<file path="src/rtl/cache_req_arbiter.sv">
// Round-robin arbiter sharing the single cache request port among NUM_REQ requesters.
// Define CACHE_REQ_ARBITER_PERF_EN to add saturating grant/stall counters.
package cache_pkg;
    localparam int DATA_WIDTH = 32;

    typedef enum logic [3:0] {
        LSU_LB,
        LSU_LH,
        LSU_LW,
        LSU_LBU,
        LSU_LHU,
        LSU_SB,
        LSU_SH,
        LSU_SW
    } lsu_ops;
endpackage

module cache_req_arbiter #(
    parameter int NUM_REQ    = 2,
    parameter int ADDR_WIDTH = 32,
    parameter int DATA_WIDTH = cache_pkg::DATA_WIDTH
) (
    input  logic                               clk,
    input  logic                               rst,
`ifdef CACHE_REQ_ARBITER_PERF_EN
    input  logic                               perf_clr,
    output logic [NUM_REQ-1:0][31:0]           grant_cnt,
    output logic [31:0]                        stall_cnt,
`endif
    input  logic [NUM_REQ-1:0]                 req_valid,
    input  logic [ADDR_WIDTH-1:0]              req_addr  [NUM_REQ],
    input  cache_pkg::lsu_ops                  req_op    [NUM_REQ],
    input  logic [31:0]                        req_wdata [NUM_REQ],
    output logic [NUM_REQ-1:0]                 req_ready,
    output logic [NUM_REQ-1:0]                 rsp_valid,
    output logic [DATA_WIDTH-1:0]              rsp_rdata,
    output logic                               busy,
    output logic [ADDR_WIDTH-1:0]              address,
    output cache_pkg::lsu_ops                  lsu_operator,
    output logic [31:0]                        write_data,
    output logic                               mem_enable,
    input  logic                               stall,
    input  logic [DATA_WIDTH-1:0]              read_data
);
    import cache_pkg::*;

    localparam int PTR_W = $clog2(NUM_REQ);
    localparam logic [PTR_W-1:0] LAST = PTR_W'(NUM_REQ - 1);

    localparam logic [1:0] IDLE  = 2'd0;
    localparam logic [1:0] ISSUE = 2'd1;
    localparam logic [1:0] DONE  = 2'd2;

    logic [1:0]            state_q, state_d;
    logic [PTR_W-1:0]      rr_ptr_q, rr_ptr_d;
    logic [PTR_W-1:0]      owner_q, owner_d;
    logic [ADDR_WIDTH-1:0] addr_q, addr_d;
    lsu_ops                op_q, op_d;
    logic [31:0]           wdata_q, wdata_d;
    logic [DATA_WIDTH-1:0] rdata_q, rdata_d;

    logic                  found;
    logic [PTR_W-1:0]      win;
    logic                  complete;
    int                    idx;

    // Scan upward from rr_ptr, wrapping modulo NUM_REQ.
    always_comb begin
        found = 1'b0;
        win   = '0;
        idx   = 0;
        for (int i = 0; i < NUM_REQ; i++) begin
            idx = int'(rr_ptr_q) + i;
            if (idx >= NUM_REQ) idx = idx - NUM_REQ;
            if (!found && req_valid[idx]) begin
                found = 1'b1;
                win   = PTR_W'(idx);
            end
        end
    end

    assign complete = (state_q == ISSUE) && !stall;

    always_comb begin
        state_d  = state_q;
        rr_ptr_d = rr_ptr_q;
        owner_d  = owner_q;
        addr_d   = addr_q;
        op_d     = op_q;
        wdata_d  = wdata_q;
        rdata_d  = rdata_q;
        case (state_q)
            IDLE: begin
                if (found) begin
                    owner_d = win;
                    addr_d  = req_addr[win];
                    op_d    = req_op[win];
                    wdata_d = req_wdata[win];
                    state_d = ISSUE;
                end
            end
            ISSUE: begin
                if (complete) begin
                    rdata_d  = read_data;
                    rr_ptr_d = (owner_q == LAST) ? '0 : owner_q + 1'b1;
                    state_d  = DONE;
                end
            end
            DONE:    state_d = IDLE;
            default: state_d = IDLE;
        endcase
    end

    always_ff @(posedge clk or negedge rst) begin
        if (!rst) begin
            state_q  <= IDLE;
            rr_ptr_q <= '0;
            owner_q  <= '0;
            addr_q   <= '0;
            op_q     <= LSU_LB;
            wdata_q  <= '0;
            rdata_q  <= '0;
        end else begin
            state_q  <= state_d;
            rr_ptr_q <= rr_ptr_d;
            owner_q  <= owner_d;
            addr_q   <= addr_d;
            op_q     <= op_d;
            wdata_q  <= wdata_d;
            rdata_q  <= rdata_d;
        end
    end

    always_comb begin
        req_ready = '0;
        rsp_valid = '0;
        if (state_q == IDLE && found) req_ready = NUM_REQ'(1) << win;
        if (state_q == DONE) rsp_valid = NUM_REQ'(1) << owner_q;
    end

    assign mem_enable   = (state_q == ISSUE);
    assign busy         = (state_q != IDLE);
    assign address      = addr_q;
    assign lsu_operator = op_q;
    assign write_data   = wdata_q;
    assign rsp_rdata    = rdata_q;

`ifdef CACHE_REQ_ARBITER_PERF_EN
    logic [NUM_REQ-1:0][31:0] grant_cnt_q, grant_cnt_d;
    logic [31:0]              stall_cnt_q, stall_cnt_d;

    // Clear wins over a same-cycle increment; counters saturate.
    always_comb begin
        grant_cnt_d = grant_cnt_q;
        stall_cnt_d = stall_cnt_q;
        if (perf_clr) begin
            grant_cnt_d = '0;
            stall_cnt_d = '0;
        end else begin
            if (complete && grant_cnt_q[owner_q] != 32'hFFFF_FFFF)
                grant_cnt_d[owner_q] = grant_cnt_q[owner_q] + 32'd1;
            if (state_q == ISSUE && stall && stall_cnt_q != 32'hFFFF_FFFF)
                stall_cnt_d = stall_cnt_q + 32'd1;
        end
    end

    always_ff @(posedge clk or negedge rst) begin
        if (!rst) begin
            grant_cnt_q <= '0;
            stall_cnt_q <= '0;
        end else begin
            grant_cnt_q <= grant_cnt_d;
            stall_cnt_q <= stall_cnt_d;
        end
    end

    assign grant_cnt = grant_cnt_q;
    assign stall_cnt = stall_cnt_q;
`endif

endmodule

</file>
<file path="config.mk">
export PLATFORM = sky130hd
export DESIGN_NAME = cache_req_arbiter
export DESIGN_NICKNAME = d
export VERILOG_FILES = /design/src/rtl/cache_req_arbiter.sv
export SDC_FILE = /design/constraint.sdc
export NUM_CORES = 1
export LEC_CHECK = 0
export CAP_MARGIN = 20
export CORE_UTILIZATION = 35
export DETAILED_ROUTE_END_ITERATION = 12
export PLACE_DENSITY = 0.87
export SLEW_MARGIN = 20
export SYNTH_ARGS = -nofsm -noshare
export SYNTH_HDL_FRONTEND = slang
export SYNTH_SLANG_ARGS = --single-unit
</file>
<file path="constraint.sdc">
create_clock -name clk -period 3.7 [get_ports clk]
set_clock_uncertainty 0.05 [all_clocks]
set_input_delay 0.555 -clock clk [delete_from_list [all_inputs] [get_ports clk]]
set_output_delay 0.555 -clock clk [all_outputs]
set_load 0.01 [all_outputs]
</file>
==> results of run 1 <==
worst paths after layout:
kind	from	endpoint	slack [ns]	cells after the start
worst max-delay path	req_valid[1]	req_ready[1]	0.78	3
worst min-delay path	rst	rsp_rdata[29]	0.19	1
worst max register to register	state_q[1]	address[12]	1.52	4
worst min register to register	owner_q	rr_ptr_q	0.46	1
max in group asynchronous	rst	address[18]	2.56	2
min in group clk	owner_q	rr_ptr_q	0.46	1
synthesized netlist by cell type, drive strengths merged:
cell	instances
dfrtp	104
a221o	68
o21a	68
mux2	32
clkbuf	19
buf	14
nor2	3
and3	2
nand2	2
nand2b	2
nor3b	2
o21ai	2
a21oi	1
and3b	1
inv	1
nor2b	1
critical path, delay by kind of cell:
family                 cells  cell delay, ns
buffers and inverters      2            1.20
and+or+nand+nor            1            0.56
through the flow:
step	cell area [µm²]	std cells
2_1_floorplan	4410	322
3_3_place_gp	7320	741
3_5_place_dp	7320	741
4_1_cts	7610	757
5_1_grt	7620	757
6_report	7620	757
sequential cells by signal, summed over array words and instances, names as in the netlist:
register      flops
write_data       32
lsu_operator      4
address          32
rsp_rdata        32
state_q           2
rr_ptr_q          1
owner_q           1
layout make-up:
class	count	share of cell area
Tap cell	168	0.0276
Multi-Input combinational cell	184	0.218
Timing Repair Buffer	284	0.373
Inverter	1	0.000493
Clock inverter	7	0.00936
Clock buffer	9	0.0296
Sequential cell	104	0.342
power groups by stage:
stage | sequential [µW] | clock (µW) | combinational (µW)
detailed placement | 2030 | 0 | 3080
floorplan | 2250 | 0 | 1210
CTS | 2020 | 976 | 3090
finish | 2020 | 951 | 3060
global placement | 2000 | 0 | 2990
global route | 2080 | 1020 | 3250
routing by layer:
metal | global-route usage | vias up | share of wire
met1 | 0.251 | 1950 | 0.40
met5 | 0 | - | 0
met4 | 0.0779 | 0 | 0.018
met3 | 0.0540 | 21 | 0.076
met2 | 0.380 | 201 | 0.51
li1 | - | 1783 | -
cells by family (layout without fill, tap and decap cells):
kind of cell	Yosys count	after routing
mux	32	32
simple gates	13	13
buf+inv	34	301
flops	104	104
compound gates	139	139
==> metrics.md, run 1 <==
| Metric | Value |
|---|---|
| Worst slew margin relative to its limit | `0.466` |
| Wirelength, routed | `14200 µm` |
| Maximum clock path buffer count | `2` |
| Post-route worst setup slack | `around 0.78 ns` |
| Combinational family with the most area after synthesis | `compound AO/OA/AOI/OAI gates` |
| # diodes | `0` |
| Biggest area consumer among synthesized cells | `dfrtp_1` |
| Synthesis-stage register bit count | `~100` |
| Share of the synthesized netlist area taken by xor and xnor gates | `0` |
| Number of routed nets with antenna violations | `0` |
| Final worst hold slack | `about 0.19 ns` |
| Commonest non-fill, non-tap cell in the layout | `clkdlybuf4s50_1` |
| Cell with the most instances on the worst path | `clkdlybuf4s50_1` |
| DRC violation count after routing | `0` |
| Lkg Pwr | `0.00308 µW` |
| Total of warnings raised by yosys | `0` |
| Most area-consuming cells after synthesis | `dfrtp_1, a221o_1, o21a_1` |
| Slew at the pin closest to its max-slew limit | `about 0.8 ns` |
| CTS H-tree depth | `3` |
| Layout cell share with drive strength beyond 1 | `0.102` |
| Gate count of the mapped netlist | `~320` |
| Die span in y | `114 µm` |
| Total congestion overflow | `0` |
| Cell internal power dissipation | `~4100 µW` |
| Half-perimeter wire length of the detailed placement result | `between 10000 and 15000 µm` |
| TritonCTS clock tree | `built` |
| Final Util | `0.626` |
| Net Switching | `1970 µW` |
| Number of max-slew violations in the final report | `0` |
| Number of global-route vias before repair | `between 4000 and 5000` |
| Syn Std Cell Area | `~4400 µm²` |
| Initial antenna violation count | `0` |
| Buffers on Ports | `278` |
| Multi-input combinational cell area | `approximately 1700 µm²` |
| Final estimated routing congestion in global placement | `about 0.78` |
| Worst Path Max Fanout | `22` |
| Total power of the final layout | `approximately 6000 µW` |
| First-pass DRT Iterations | `4` |
| Place WS | `around 0.8 ns` |
| Max-cap violation count | `0` |
| Clock group share of total power | `0.158` |
| Mux share of post-synthesis cell area | `0.0817` |
| Crit path cell chain | `clkdlybuf4s50_1 -> and3_2 -> clkdlybuf4s50_1` |
| Area share of and/or/nand/nor cells after synthesis | `0.0179` |
| Peak per-stage delay on the critical path | `between 0.6 and 0.7 ns` |
| RSZ-0062 raised after global routing | `false` |
| Setup total negative slack | `0 ns` |
| Endpoints failing setup | `0` |
| Path type of the worst setup path | `in -> out` |
| Crit path launch type | `input pin` |
| Worst Setup End Kind | `primary output` |
| Critical Path Slowest Stage Cell | `clkdlybuf4s50_1` |
| Count of instances resized after the clock tree is built | `0` |
| Mean cell area of the mapped netlist | `13.7 µm²` |
| Clock Pin Slew Worst Setup and Hold Paths | `about 0.070 ns` |
| Most frequent cells in the layout | `clkdlybuf4s50_1, dfrtp_1, o21a_1, a221o_1, mux2_2` |
| Synthesized Nets | `495` |
| Number of clock buffers inserted by TritonCTS | `9` |
| Peak supply drop | `about 0.58 mV` |
| Clock sink count | `104` |
| Sw Ratio | `0.327` |
| Overall die area | `~13000 µm²` |
| Area share of fa/ha/maj cells after synthesis | `0` |
| Area share of the largest cell type after synthesis | `0.590` |
| Hold violation count in the final report | `0` |
| Flop pwr share | `0.335` |
| Worst skew pair latency | `between 0.3 and 0.4 ns` |
| Crit path DAT | `2.32 ns` |
| Wire length of the first global-routing pass | `between 20000 and 25000 µm` |
| Maximum clock frequency | `approximately 0.34 GHz` |
| Final clock period utilization by the worst path | `0.790` |
| Number of hold buffers added after cts | `0` |
| Area occupied by registers | `about 2600 µm²` |
| WL per Instance | `approximately 19 µm` |
| Portion of the post-synthesis area used by sequential elements | `0.590` |
| Vias/cell | `5.22` |
| Compound-Gate Fraction of Synth Area | `0.273` |
| Layout fillers | `about 940` |
| Area inside the core boundary | `12200 µm²` |
| Count of distinct cell types in the synthesized netlist | `19` |
| Logic gate share of total power | `0.507` |
| Floorplan row count | `40` |
| Status | `complete, no violations` |
| Layout Nets | `757` |
| Vias | `3955` |
| Required time at the endpoint of the critical path | `around 3 ns` |
| Number of design-rule violations left by the first detailed-router iteration | `238` |
| Post-layout minimum cycle time | `2.92 ns` |
| Power per standard cell area | `roughly 800 nW/µm²` |
| Overall track demand over capacity in global routing | `0.215` |
| Hold WC Path Type | `in -> async` |
| Buffer cell driving the clock tree root | `clkbuf_16` |
| Post-CTS repair timing setup buffer count | `0` |
| Initial cell density of the core | `0.363` |
| Die width | `114 µm` |
| Relative area change from synthesis to final layout | `72.6%` |
| Maximum number of pins on one net before global-route repair | `84` |
| Number of I/O pins | `~280` |
Note: power is estimated with default switching activity, not from simulation.
==> run 2, diff against run 1 <==
Settings changed: CORE_UTILIZATION 35 to 33.
Clock period 3.7 ns to 2.5 ns, I/O delays scaled along.
==> metrics.md, run 2 (synthesis results as in run 1) <==
| Metric | Value |
|---|---|
| Peak per-stage delay on the critical path | `0.60 ns (-0.05 ns)` |
| Setup total negative slack | `0 ns (unchanged)` |
| Post-CTS repair timing setup buffer count | `0 (unchanged)` |
| Peak supply drop | `0.509 mV (-12%)` |
| DRC violation count after routing | `0 (unchanged)` |
| First-pass DRT Iterations | `4 (unchanged)` |
| Buffer cell driving the clock tree root | `clkbuf_16` |
| Initial cell density of the core | `0.344 (-0.0188)` |
| Max-cap violation count | `0 (unchanged)` |
| CTS H-tree depth | `3 (unchanged)` |
| Worst slew margin relative to its limit | `0.569 (+0.102)` |
| WL per Instance | `18.8 µm (+0.19%)` |
| Hold violation count in the final report | `0 (unchanged)` |
| Clock sink count | `104 (unchanged)` |
| TritonCTS clock tree | `built` |
| Required time at the endpoint of the critical path | `2.08 ns (-1.01 ns)` |
| Wirelength, routed | `14400 µm (+1.4%)` |
| Number of I/O pins | `279 (unchanged)` |
| Worst Path Max Fanout | `12 (-45%)` |
| Layout cell share with drive strength beyond 1 | `0.108 (+0.00588)` |
| Post-layout minimum cycle time | `approximately 2.4 ns` |
| Maximum clock frequency | `roughly 0.42 GHz` |
| Crit path cell chain | `nor2_1 -> and3_4 -> clkdlybuf4s50_1` |
| Crit path launch type | `flip-flop` |
| Post-route worst setup slack | `0.121 ns (-0.656 ns)` |
| Number of design-rule violations left by the first detailed-router iteration | `253 (+6.3%)` |
| Maximum number of pins on one net before global-route repair | `105 (+25%)` |
| Power per standard cell area | `1170 nW/µm² (+48%)` |
| Commonest non-fill, non-tap cell in the layout | `clkdlybuf4s50_1` |
| Floorplan row count | `41 (+2.5%)` |
| Half-perimeter wire length of the detailed placement result | `10400 µm (+3.6%)` |
| Buffers on Ports | `278 (unchanged)` |
| Layout Nets | `762 (+0.66%)` |
| Endpoints failing setup | `0 (unchanged)` |
| Family with the most delay on the worst path | `buffers and inverters` |
| Path type of the worst setup path | `reg -> out` |
| Worst skew pair latency | `0.34 ns (about the same)` |
| Slew at the pin closest to its max-slew limit | `0.647 ns (-0.154 ns)` |
| Overall die area | `13800 µm² (+6.0%)` |
| Clock Pin Slew Worst Setup and Hold Paths | `0.07 ns (about the same)` |
| Status | `complete, no violations` |
| Worst path buffer plus inverter count | `1 (-1)` |
| Most frequent cells in the layout | `clkdlybuf4s50_1, dfrtp_1, o21a_1, a221o_1, mux2_2` |
| Vias | `4034 (+2.0%)` |
| Final clock period utilization by the worst path | `0.952` |
| Number of routed nets with antenna violations | `0 (unchanged)` |
| Total congestion overflow | `0 (unchanged)` |
| RSZ-0062 raised after global routing | `false` |
| # diodes | `0 (unchanged)` |
| Area inside the core boundary | `12800 µm² (+5.5%)` |
| Number of global-route vias before repair | `4304 (+4.0%)` |
| Crit path DAT | `1.95 ns (-0.37 ns)` |
| Relative area change from synthesis to final layout | `73.7%` |
| Initial antenna violation count | `0 (unchanged)` |
| Die span in y | `118 µm (+2.9%)` |
| Die width | `118 µm (+2.9%)` |
| Final estimated routing congestion in global placement | `0.832 (+6.9%)` |
| Number of clock buffers inserted by TritonCTS | `9 (unchanged)` |
| Maximum clock path buffer count | `2 (unchanged)` |
| Overall track demand over capacity in global routing | `0.210 (-0.00482)` |
| Worst Setup End Kind | `primary output` |
| Hold WC Path Type | `in -> async` |
| Vias/cell | `5.27 (+0.80%)` |
| Number of max-slew violations in the final report | `0 (unchanged)` |
| Critical Path Slowest Stage Cell | `clkdlybuf4s50_1` |
| Lkg Pwr | `0.00310 µW (+0.57%)` |
| Reg2reg setup slack | `0.51 ns (-1.01 ns)` |
| Wire length of the first global-routing pass | `22800 µm (+5.8%)` |
| Place WS | `0.196 ns (-0.603 ns)` |
-- run 2: final timing paths --
check | start | end | cells after the start
setup / recovery | state_q[1] | req_ready[0] | 3
hold / removal | rst | rsp_rdata[12] | 2
setup reg to reg | state_q[1] | write_data[20] | 4
hold reg to reg | owner_q | rr_ptr_q | 1
max in group asynchronous | rst | lsu_operator[0] | 2
min in group clk | owner_q | rr_ptr_q | 1
-- run 2: timing repair --
action	CTS	global route
gates resized for setup	0	1
endpoints found under the setup margin	0	1
hold buffers	0	0
-- run 2: area by class of cell --
| class | count | area [µm²] |
|---|---|---|
| clock buffers | 10 | 229 |
| inverters | 1 | 3.75 |
| clock inverters | 6 | 60.1 |
| flip-flops and latches | 104 | 2600 |
| repair buffers | 289 | 2890 |
| fillers | 1028 | 5160 |
| multi-input cells | 184 | 1670 |
| well taps | 172 | 215 |
-- run 2: stage by stage --
stage	hold slack, ns	cells	area [µm²]	total power [µW]	util
2_1_floorplan	0.0294	322	4410	5120	-
3_3_place_gp	0.425	750	7370	7420	0.575
3_5_place_dp	0.445	750	7370	7610	0.575
4_1_cts	0.0771	766	7660	9040	0.597
5_1_grt	0.0910	766	7660	9440	0.598
6_report	0.0526	766	7660	8960	0.598
-- run 2: where the power goes --
| part | internal, µW | switching (µW) |
|---|---|---|
| Clock | 772 | 618 |
| Sequential | 2520 | 496 |
| Combinational | 2750 | 1800 |
-- run 2: routing by layer --
| layer | global-route usage | part of all wire | wire length, µm |
|---|---|---|---|
| met1 | 0.244 | 0.40 | 5710 |
| met2 | 0.366 | 0.51 | 7380 |
| met3 | 0.0547 | 0.067 | 966 |
| met4 | 0.0849 | 0.026 | 368 |
| met5 | 0 | 0 | 0 |
